`src/rtl/rv32i_pkg.sv`:
```
// Shared RV32I core definitions: data and register-index widths plus the ROB tag type.
package rv32i_pkg;
  localparam int XLEN           = 32;
  localparam int REG_ADDR_WIDTH = 5;
  localparam int ROB_WIDTH      = 4;
  localparam logic [REG_ADDR_WIDTH-1:0] REG_ZERO = 5'd0;

  typedef logic [REG_ADDR_WIDTH-1:0] reg_addr_t;
  typedef logic [ROB_WIDTH-1:0]      rob_id_t;
endpackage

```
`src/rtl/register_file_if.sv`:
```
// Register file bus: ROB commit writes, dispatch renames, flush, and two operand reads with ROB replies.
interface register_file_if #(
  parameter int ROB_WIDTH = rv32i_pkg::ROB_WIDTH
);
  import rv32i_pkg::*;

  logic                 clear;
  logic                 regUpdateValid;
  reg_addr_t            regUpdateDest;
  logic [XLEN-1:0]      regValue;
  logic [ROB_WIDTH-1:0] regUpdateRobId;
  logic                 renameValid;
  reg_addr_t            renameDest;
  logic [ROB_WIDTH-1:0] renameRobId;
  reg_addr_t            rs1Addr;
  reg_addr_t            rs2Addr;
  logic [ROB_WIDTH-1:0] rs1Dep;
  logic [ROB_WIDTH-1:0] rs2Dep;
  logic                 robRs1Ready;
  logic                 robRs2Ready;
  logic [XLEN-1:0]      robRs1Value;
  logic [XLEN-1:0]      robRs2Value;
  logic                 rs1Ready;
  logic                 rs2Ready;
  logic [XLEN-1:0]      rs1Value;
  logic [XLEN-1:0]      rs2Value;

  modport master (
    output clear, regUpdateValid, regUpdateDest, regValue, regUpdateRobId,
           renameValid, renameDest, renameRobId, rs1Addr, rs2Addr,
           robRs1Ready, robRs2Ready, robRs1Value, robRs2Value,
    input  rs1Dep, rs2Dep, rs1Ready, rs2Ready, rs1Value, rs2Value
  );

  modport slave (
    input  clear, regUpdateValid, regUpdateDest, regValue, regUpdateRobId,
           renameValid, renameDest, renameRobId, rs1Addr, rs2Addr,
           robRs1Ready, robRs2Ready, robRs1Value, robRs2Value,
    output rs1Dep, rs2Dep, rs1Ready, rs2Ready, rs1Value, rs2Value
  );
endinterface

```
`src/rtl/reg_operand_resolve.sv`:
```
// Resolves one source operand from x0, the architectural value, a same-cycle commit or the ROB reply.
// The commit bypass exists only when REG_FORWARD_EN is defined.
module reg_operand_resolve #(
  parameter int ROB_WIDTH = rv32i_pkg::ROB_WIDTH
) (
  input  rv32i_pkg::reg_addr_t           addr_i,
  input  logic                           busy_i,
  input  logic [ROB_WIDTH-1:0]           tag_i,
  input  logic [rv32i_pkg::XLEN-1:0]     regValue_i,
  input  logic                           robReady_i,
  input  logic [rv32i_pkg::XLEN-1:0]     robValue_i,
  input  logic                           commitValid_i,
  input  rv32i_pkg::reg_addr_t           commitDest_i,
  input  logic [ROB_WIDTH-1:0]           commitRobId_i,
  input  logic [rv32i_pkg::XLEN-1:0]     commitValue_i,
  output logic                           ready_o,
  output logic [rv32i_pkg::XLEN-1:0]     value_o,
  output logic [ROB_WIDTH-1:0]           dep_o
);
  import rv32i_pkg::*;

  logic fwdHit;

`ifdef REG_FORWARD_EN
  assign fwdHit = commitValid_i && (commitDest_i == addr_i) && busy_i && (tag_i == commitRobId_i);
`else
  logic unusedCommit;
  assign unusedCommit = ^{commitValid_i, commitDest_i, commitRobId_i, commitValue_i};
  assign fwdHit       = 1'b0;
`endif

  // A busy register waits on its producer unless the value arrives by bypass or from the ROB.
  always_comb begin
    ready_o = 1'b1;
    value_o = '0;
    dep_o   = tag_i;
    if (addr_i == REG_ZERO) begin
      dep_o = '0;
    end else if (!busy_i) begin
      value_o = regValue_i;
    end else if (fwdHit) begin
      value_o = commitValue_i;
    end else if (robReady_i) begin
      value_o = robValue_i;
    end else begin
      ready_o = 1'b0;
    end
  end
endmodule

```
`src/rtl/register_file.sv`:
```
// Architectural register file with busy/tag rename table for the RV32I out-of-order core.
// Commit-to-read bypass is controlled by REG_FORWARD_EN (see reg_operand_resolve).
module register_file #(
  parameter int ROB_WIDTH = rv32i_pkg::ROB_WIDTH,
  parameter int REG_COUNT = 32
) (
  input logic            clockIn,
  input logic            resetIn,
  register_file_if.slave bus
);
  import rv32i_pkg::*;

  logic [REG_COUNT-1:0][XLEN-1:0]      regs_q, regs_d;
  logic [REG_COUNT-1:0]                busy_q, busy_d;
  logic [REG_COUNT-1:0][ROB_WIDTH-1:0] tag_q, tag_d;

  logic commitHit;
  logic renameHit;

  assign commitHit = bus.regUpdateValid && (bus.regUpdateDest != REG_ZERO);
  assign renameHit = bus.renameValid && (bus.renameDest != REG_ZERO) && !bus.clear;

  // A commit only frees the register if it is still the newest producer; rename overrides it.
  always_comb begin
    regs_d = regs_q;
    busy_d = busy_q;
    tag_d  = tag_q;
    if (commitHit) begin
      regs_d[bus.regUpdateDest] = bus.regValue;
      if (tag_q[bus.regUpdateDest] == bus.regUpdateRobId) begin
        busy_d[bus.regUpdateDest] = 1'b0;
      end
    end
    if (bus.clear) begin
      busy_d = '0;
      tag_d  = '0;
    end else if (renameHit) begin
      busy_d[bus.renameDest] = 1'b1;
      tag_d[bus.renameDest]  = bus.renameRobId;
    end
  end

  always_ff @(posedge clockIn or negedge resetIn) begin
    if (!resetIn) begin
      regs_q <= '0;
      busy_q <= '0;
      tag_q  <= '0;
    end else begin
      regs_q <= regs_d;
      busy_q <= busy_d;
      tag_q  <= tag_d;
    end
  end

  reg_operand_resolve #(.ROB_WIDTH(ROB_WIDTH)) u_rs1 (
    .addr_i        (bus.rs1Addr),
    .busy_i        (busy_q[bus.rs1Addr]),
    .tag_i         (tag_q[bus.rs1Addr]),
    .regValue_i    (regs_q[bus.rs1Addr]),
    .robReady_i    (bus.robRs1Ready),
    .robValue_i    (bus.robRs1Value),
    .commitValid_i (bus.regUpdateValid),
    .commitDest_i  (bus.regUpdateDest),
    .commitRobId_i (bus.regUpdateRobId),
    .commitValue_i (bus.regValue),
    .ready_o       (bus.rs1Ready),
    .value_o       (bus.rs1Value),
    .dep_o         (bus.rs1Dep)
  );

  reg_operand_resolve #(.ROB_WIDTH(ROB_WIDTH)) u_rs2 (
    .addr_i        (bus.rs2Addr),
    .busy_i        (busy_q[bus.rs2Addr]),
    .tag_i         (tag_q[bus.rs2Addr]),
    .regValue_i    (regs_q[bus.rs2Addr]),
    .robReady_i    (bus.robRs2Ready),
    .robValue_i    (bus.robRs2Value),
    .commitValid_i (bus.regUpdateValid),
    .commitDest_i  (bus.regUpdateDest),
    .commitRobId_i (bus.regUpdateRobId),
    .commitValue_i (bus.regValue),
    .ready_o       (bus.rs2Ready),
    .value_o       (bus.rs2Value),
    .dep_o         (bus.rs2Dep)
  );
endmodule

```
`src/flat_wrapper.sv`:
```
// flat-port wrapper written by rule: the top's interface ports become plain ports
module register_file_flat import rv32i_pkg::*;
#(
  parameter int ROB_WIDTH = rv32i_pkg::ROB_WIDTH,
  parameter int REG_COUNT = 32
)
  (clockIn, resetIn, bus_clear, bus_regUpdateValid, bus_regUpdateDest, bus_regValue, bus_regUpdateRobId, bus_renameValid, bus_renameDest, bus_renameRobId, bus_rs1Addr, bus_rs2Addr, bus_robRs1Ready, bus_robRs2Ready, bus_robRs1Value, bus_robRs2Value, bus_rs1Dep, bus_rs2Dep, bus_rs1Ready, bus_rs2Ready, bus_rs1Value, bus_rs2Value);
  register_file_if #(.ROB_WIDTH(ROB_WIDTH)) bus_i ();
  input logic clockIn;
  input logic resetIn;
  input wire logic [$bits(bus_i.clear)-1:0] bus_clear;
  input wire logic [$bits(bus_i.regUpdateValid)-1:0] bus_regUpdateValid;
  input wire logic [$bits(bus_i.regUpdateDest)-1:0] bus_regUpdateDest;
  input wire logic [$bits(bus_i.regValue)-1:0] bus_regValue;
  input wire logic [$bits(bus_i.regUpdateRobId)-1:0] bus_regUpdateRobId;
  input wire logic [$bits(bus_i.renameValid)-1:0] bus_renameValid;
  input wire logic [$bits(bus_i.renameDest)-1:0] bus_renameDest;
  input wire logic [$bits(bus_i.renameRobId)-1:0] bus_renameRobId;
  input wire logic [$bits(bus_i.rs1Addr)-1:0] bus_rs1Addr;
  input wire logic [$bits(bus_i.rs2Addr)-1:0] bus_rs2Addr;
  input wire logic [$bits(bus_i.robRs1Ready)-1:0] bus_robRs1Ready;
  input wire logic [$bits(bus_i.robRs2Ready)-1:0] bus_robRs2Ready;
  input wire logic [$bits(bus_i.robRs1Value)-1:0] bus_robRs1Value;
  input wire logic [$bits(bus_i.robRs2Value)-1:0] bus_robRs2Value;
  output wire logic [$bits(bus_i.rs1Dep)-1:0] bus_rs1Dep;
  output wire logic [$bits(bus_i.rs2Dep)-1:0] bus_rs2Dep;
  output wire logic [$bits(bus_i.rs1Ready)-1:0] bus_rs1Ready;
  output wire logic [$bits(bus_i.rs2Ready)-1:0] bus_rs2Ready;
  output wire logic [$bits(bus_i.rs1Value)-1:0] bus_rs1Value;
  output wire logic [$bits(bus_i.rs2Value)-1:0] bus_rs2Value;
  assign bus_i.clear = bus_clear;
  assign bus_i.regUpdateValid = bus_regUpdateValid;
  assign bus_i.regUpdateDest = bus_regUpdateDest;
  assign bus_i.regValue = bus_regValue;
  assign bus_i.regUpdateRobId = bus_regUpdateRobId;
  assign bus_i.renameValid = bus_renameValid;
  assign bus_i.renameDest = bus_renameDest;
  assign bus_i.renameRobId = bus_renameRobId;
  assign bus_i.rs1Addr = bus_rs1Addr;
  assign bus_i.rs2Addr = bus_rs2Addr;
  assign bus_i.robRs1Ready = bus_robRs1Ready;
  assign bus_i.robRs2Ready = bus_robRs2Ready;
  assign bus_i.robRs1Value = bus_robRs1Value;
  assign bus_i.robRs2Value = bus_robRs2Value;
  assign bus_rs1Dep = bus_i.rs1Dep;
  assign bus_rs2Dep = bus_i.rs2Dep;
  assign bus_rs1Ready = bus_i.rs1Ready;
  assign bus_rs2Ready = bus_i.rs2Ready;
  assign bus_rs1Value = bus_i.rs1Value;
  assign bus_rs2Value = bus_i.rs2Value;
  register_file #(.ROB_WIDTH(ROB_WIDTH), .REG_COUNT(REG_COUNT)) u_core (.clockIn(clockIn), .resetIn(resetIn), .bus(bus_i));
endmodule
```
`config.mk`:
```
export PLATFORM = sky130hd
export DESIGN_NAME = register_file_flat
export DESIGN_NICKNAME = d
export VERILOG_FILES = /design/src/rtl/rv32i_pkg.sv /design/src/rtl/register_file_if.sv /design/src/rtl/reg_operand_resolve.sv /design/src/rtl/register_file.sv /design/src/flat_wrapper.sv
export SDC_FILE = /design/constraint.sdc
export NUM_CORES = 2
export LEC_CHECK = 0
export CAP_MARGIN = 20
export CORE_MARGIN = 5
export CORE_UTILIZATION = 50
export DETAILED_ROUTE_END_ITERATION = 6
export PLACE_DENSITY = 0.71
export SYNTH_ARGS = -nofsm -noshare
export SYNTH_HDL_FRONTEND = slang
export SYNTH_HIERARCHICAL = 1
export SYNTH_SLANG_ARGS = --single-unit
```
`constraint.sdc`:
```
create_clock -name clockIn -period 5.37 [get_ports clockIn]
set_input_delay 0.8055 -clock clockIn [delete_from_list [all_inputs] [get_ports clockIn]]
set_output_delay 0.8055 -clock clockIn [all_outputs]
set_load 0.01 [all_outputs]
```
==> results.md <==
- Starting Density: 0.5045
- Clk slew on worst S/H paths: 0.06 ns
- Syn nets: 4448
- Worst Hold Class: input port to async pin
- Synth Warn #: 6
- Slowest cell on crit path: clkdlybuf4s50_1
- Worst R2R Path Depth: 7
- Peak supply drop: about 280 uV
- Worst Setup Path Type: flip-flop to primary output
- Delay-heaviest family, CP: multiplexers
- Setup bufs post-CTS: 0
- Vias in the first global route: 43180
- WL per Instance: 32.02 um
- # port buffers: 204
- Fillers: 10120
- Ys flop type: dfrtp_1
- Num rows: 132
- Cell mode on critical path: mux4_2
- CP Cell Sequence: mux4_2 > mux4_2 > mux2_4 > nand2b_1 > a22oi_1 > clkdlybuf4s50_1
- Sequential fraction of the synthesis area: 0.4518
- CTS tree: yes
- Fin crit period: 4.877 ns
- DP HPWL: 114.0 mm
- Post-layout instance count excluding filler cells: 6118
- Nets: about 4400
- Pin count of the biggest net entering global routing: 144
- Reg2Reg Setup Slack: 2.68 ns
- Die height: 372.1 um
- DRC: 0
- F_max: between 0.2 and 0.25 GHz
- Most common cell after layout, fill and taps aside: dfrtp_1
- Startpoint Class: flip-flop
- LEAKAGE: 0.03090 uW
- Fin crit share: 0.9082
- First-pass GRT wire length: roughly 290 mm
- # clock sinks: 1184
- Setup TNS: 0 ns
- Die width: 372.1 um
- Overflow after GRT: 0
- Final count of hold timing violations: 0
- Critical Path End Type: primary output
- Layout cell share with drive strength beyond 1: 0.5034
- CTS Hold Buffers Added: 0
- Crit path max fanout: 45
- Buf/Inv on CP: 1
- Routed wire length: 195.9 mm
- Vias per std cell: 6.832
- RSZ-0062 raised after global routing: no
- Slew Limit Fails: 0
- Final ANT Viol Nets: 0
- Status: complete, no violations
- Worst setup path startpoint: u_core/busy_q[30]$_DFF_PN0_
- Post-synthesis register bit count: about 1200
- Hold_ws: 0.1287 ns
- Longest Clk Path Bufs: 3
- Commonest non-fill, non-tap cells in the layout: 1184 x dfrtp_1, 1064 x mux2_2, 740 x mux4_2
- Max Cap Viol: 0
- Synth-to-Final Area Change: 12.27%
- Clock Tree Root: clkbuf_16
- GP Congestion: 0.9207
- Slowest stage delay, CP: 0.67 ns
- Worst rel slew slack: 0.2662
- CP Data Arrival Time: 4.07 ns
- Power Dens Cells: 351.4 nW/um2
- Violation count after the first detailed-routing iteration: between 4000 and 5000
- CTS Buf Count: 131
- Detailed Routing Iterations Pass 1: 7
- Mapped Avg Cell Area: around 15 um2
- Vias: 41800
- Slew @ Worst Pin: around 1.1 ns
- Post-CTS sizing: 0
- Post-synth EDFFs: 0
- WP depth: 6
- GRT Util Overall: 0.2858
- Endpoints failing setup: 0
- Post-synth cell types: 42
- Ports: 205
- CTS H-tree depth: 4
- Clock Skew: between 0.01 and 0.015 ns
- FFs w/ async S/R, synth: 1.000
- Die Footprint: 138500 um2
- Placed Instances: 5885
- R2r endpoint: u_core/busy_q[13]$_DFF_PN0_
- Reg-to-Reg Start: u_core/tag_q[99]$_DFFE_PN0P_
- Critical path required time: 4.56 ns
- Mapped Cells: 4317
- Cell Area, Synth: 65570 um2
- Clock Latency Late Sink: 0.74 ns
- Initial antenna violation count: 6
- Core footprint: 130000 um2
[per-stage QoR]
stage / utilization / instance area, um2 / power (uW) / worst slack (ns)
floorplan: - / 65570 / 15140 / 0.7812
global placement: 0.5331 / 69300 / 16720 / 0.5655
detailed placement: 0.5331 / 69300 / 16960 / 0.5856
CTS: 0.5662 / 73600 / 26010 / 0.5006
global route: 0.5663 / 73610 / 26920 / 0.4672
finish: 0.5664 / 73620 / 25870 / 0.4930
[Yosys cell counts (5+ instances only)]
cell type,n,share of area
nand3_1,84,0.0064
a21boi_0,8,0.00092
buf_2,48,0.0037
nand2_1,75,0.0043
nand3b_1,7,0.00080
mux2i_1,144,0.022
buf_1,78,0.0045
nor3_1,14,0.0011
mux2_2,1066,0.18
buf_6,12,0.0021
or4_1,9,0.0010
nand4b_1,6,0.00080
a22oi_2,5,0.00095
nand2b_1,68,0.0065
a22oi_1,61,0.0070
o21ai_0,22,0.0017
mux4_2,740,0.25
or4bb_1,6,0.0010
o22ai_1,32,0.0031
nor2b_1,7,0.00067
a21oi_1,50,0.0038
dfrtp_1,1184,0.45
nor2_1,166,0.0095
clkbuf_1,355,0.020
or2_2,6,0.00057
a311oi_1,31,0.0041
[area by class of cell]
cell class	count	area (um2)	share of cell area
clock inverter	34	346.6	0.004708
antenna	4	10.01	0.0001360
multi-input combinational	2633	34160	0.4639
tap	1742	2180	0.02961
timing repair buffer	324	3328	0.04521
sequential	1184	29630	0.4024
clock buffer	193	3958	0.05376
inverter	4	15.01	0.0002039
[sequential cells by signal (all words and copies together) (netlist names)]
register       cells
u_core/tag_q     128
u_core/busy_q     32
u_core/regs_q   1024
[layer usage]
layer	wire, um	track usage
met5	21	0
met4	7382	0.09484
met3	17860	0.06723
met2	91630	0.4445
met1	79010	0.4014
[worst max-delay path by stage]
stage                  endpoint  slack [ns]
5_1_grt        bus_rs2Value[31]        0.47
2_1_floorplan  bus_rs1Value[10]        0.78
3_5_place_dp   bus_rs2Value[31]        0.59
6_report       bus_rs2Value[31]        0.49
3_3_place_gp   bus_rs2Value[31]        0.57
4_1_cts        bus_rs1Value[21]        0.50
[where the power goes]
part | switching (uW) | internal [uW] | total, uW
combinational | 2070 | 3350 | 5420
sequential | 1030 | 10400 | 11400
clock | 3650 | 5370 | 9020
total | 6750 | 19100 | 25900
[cells by family after synthesis]
| group | after synthesis | synth area share |
|---|---|---|
| AOI/OAI and AO/OA | 213 | 0.02208 |
| buffers and inverters | 500 | 0.03108 |
| DFF | 1184 | 0.4518 |
| muxes | 1950 | 0.4592 |
| and+or+nand+nor | 470 | 0.03581 |
Note: power is estimated with default switching activity, not from simulation.
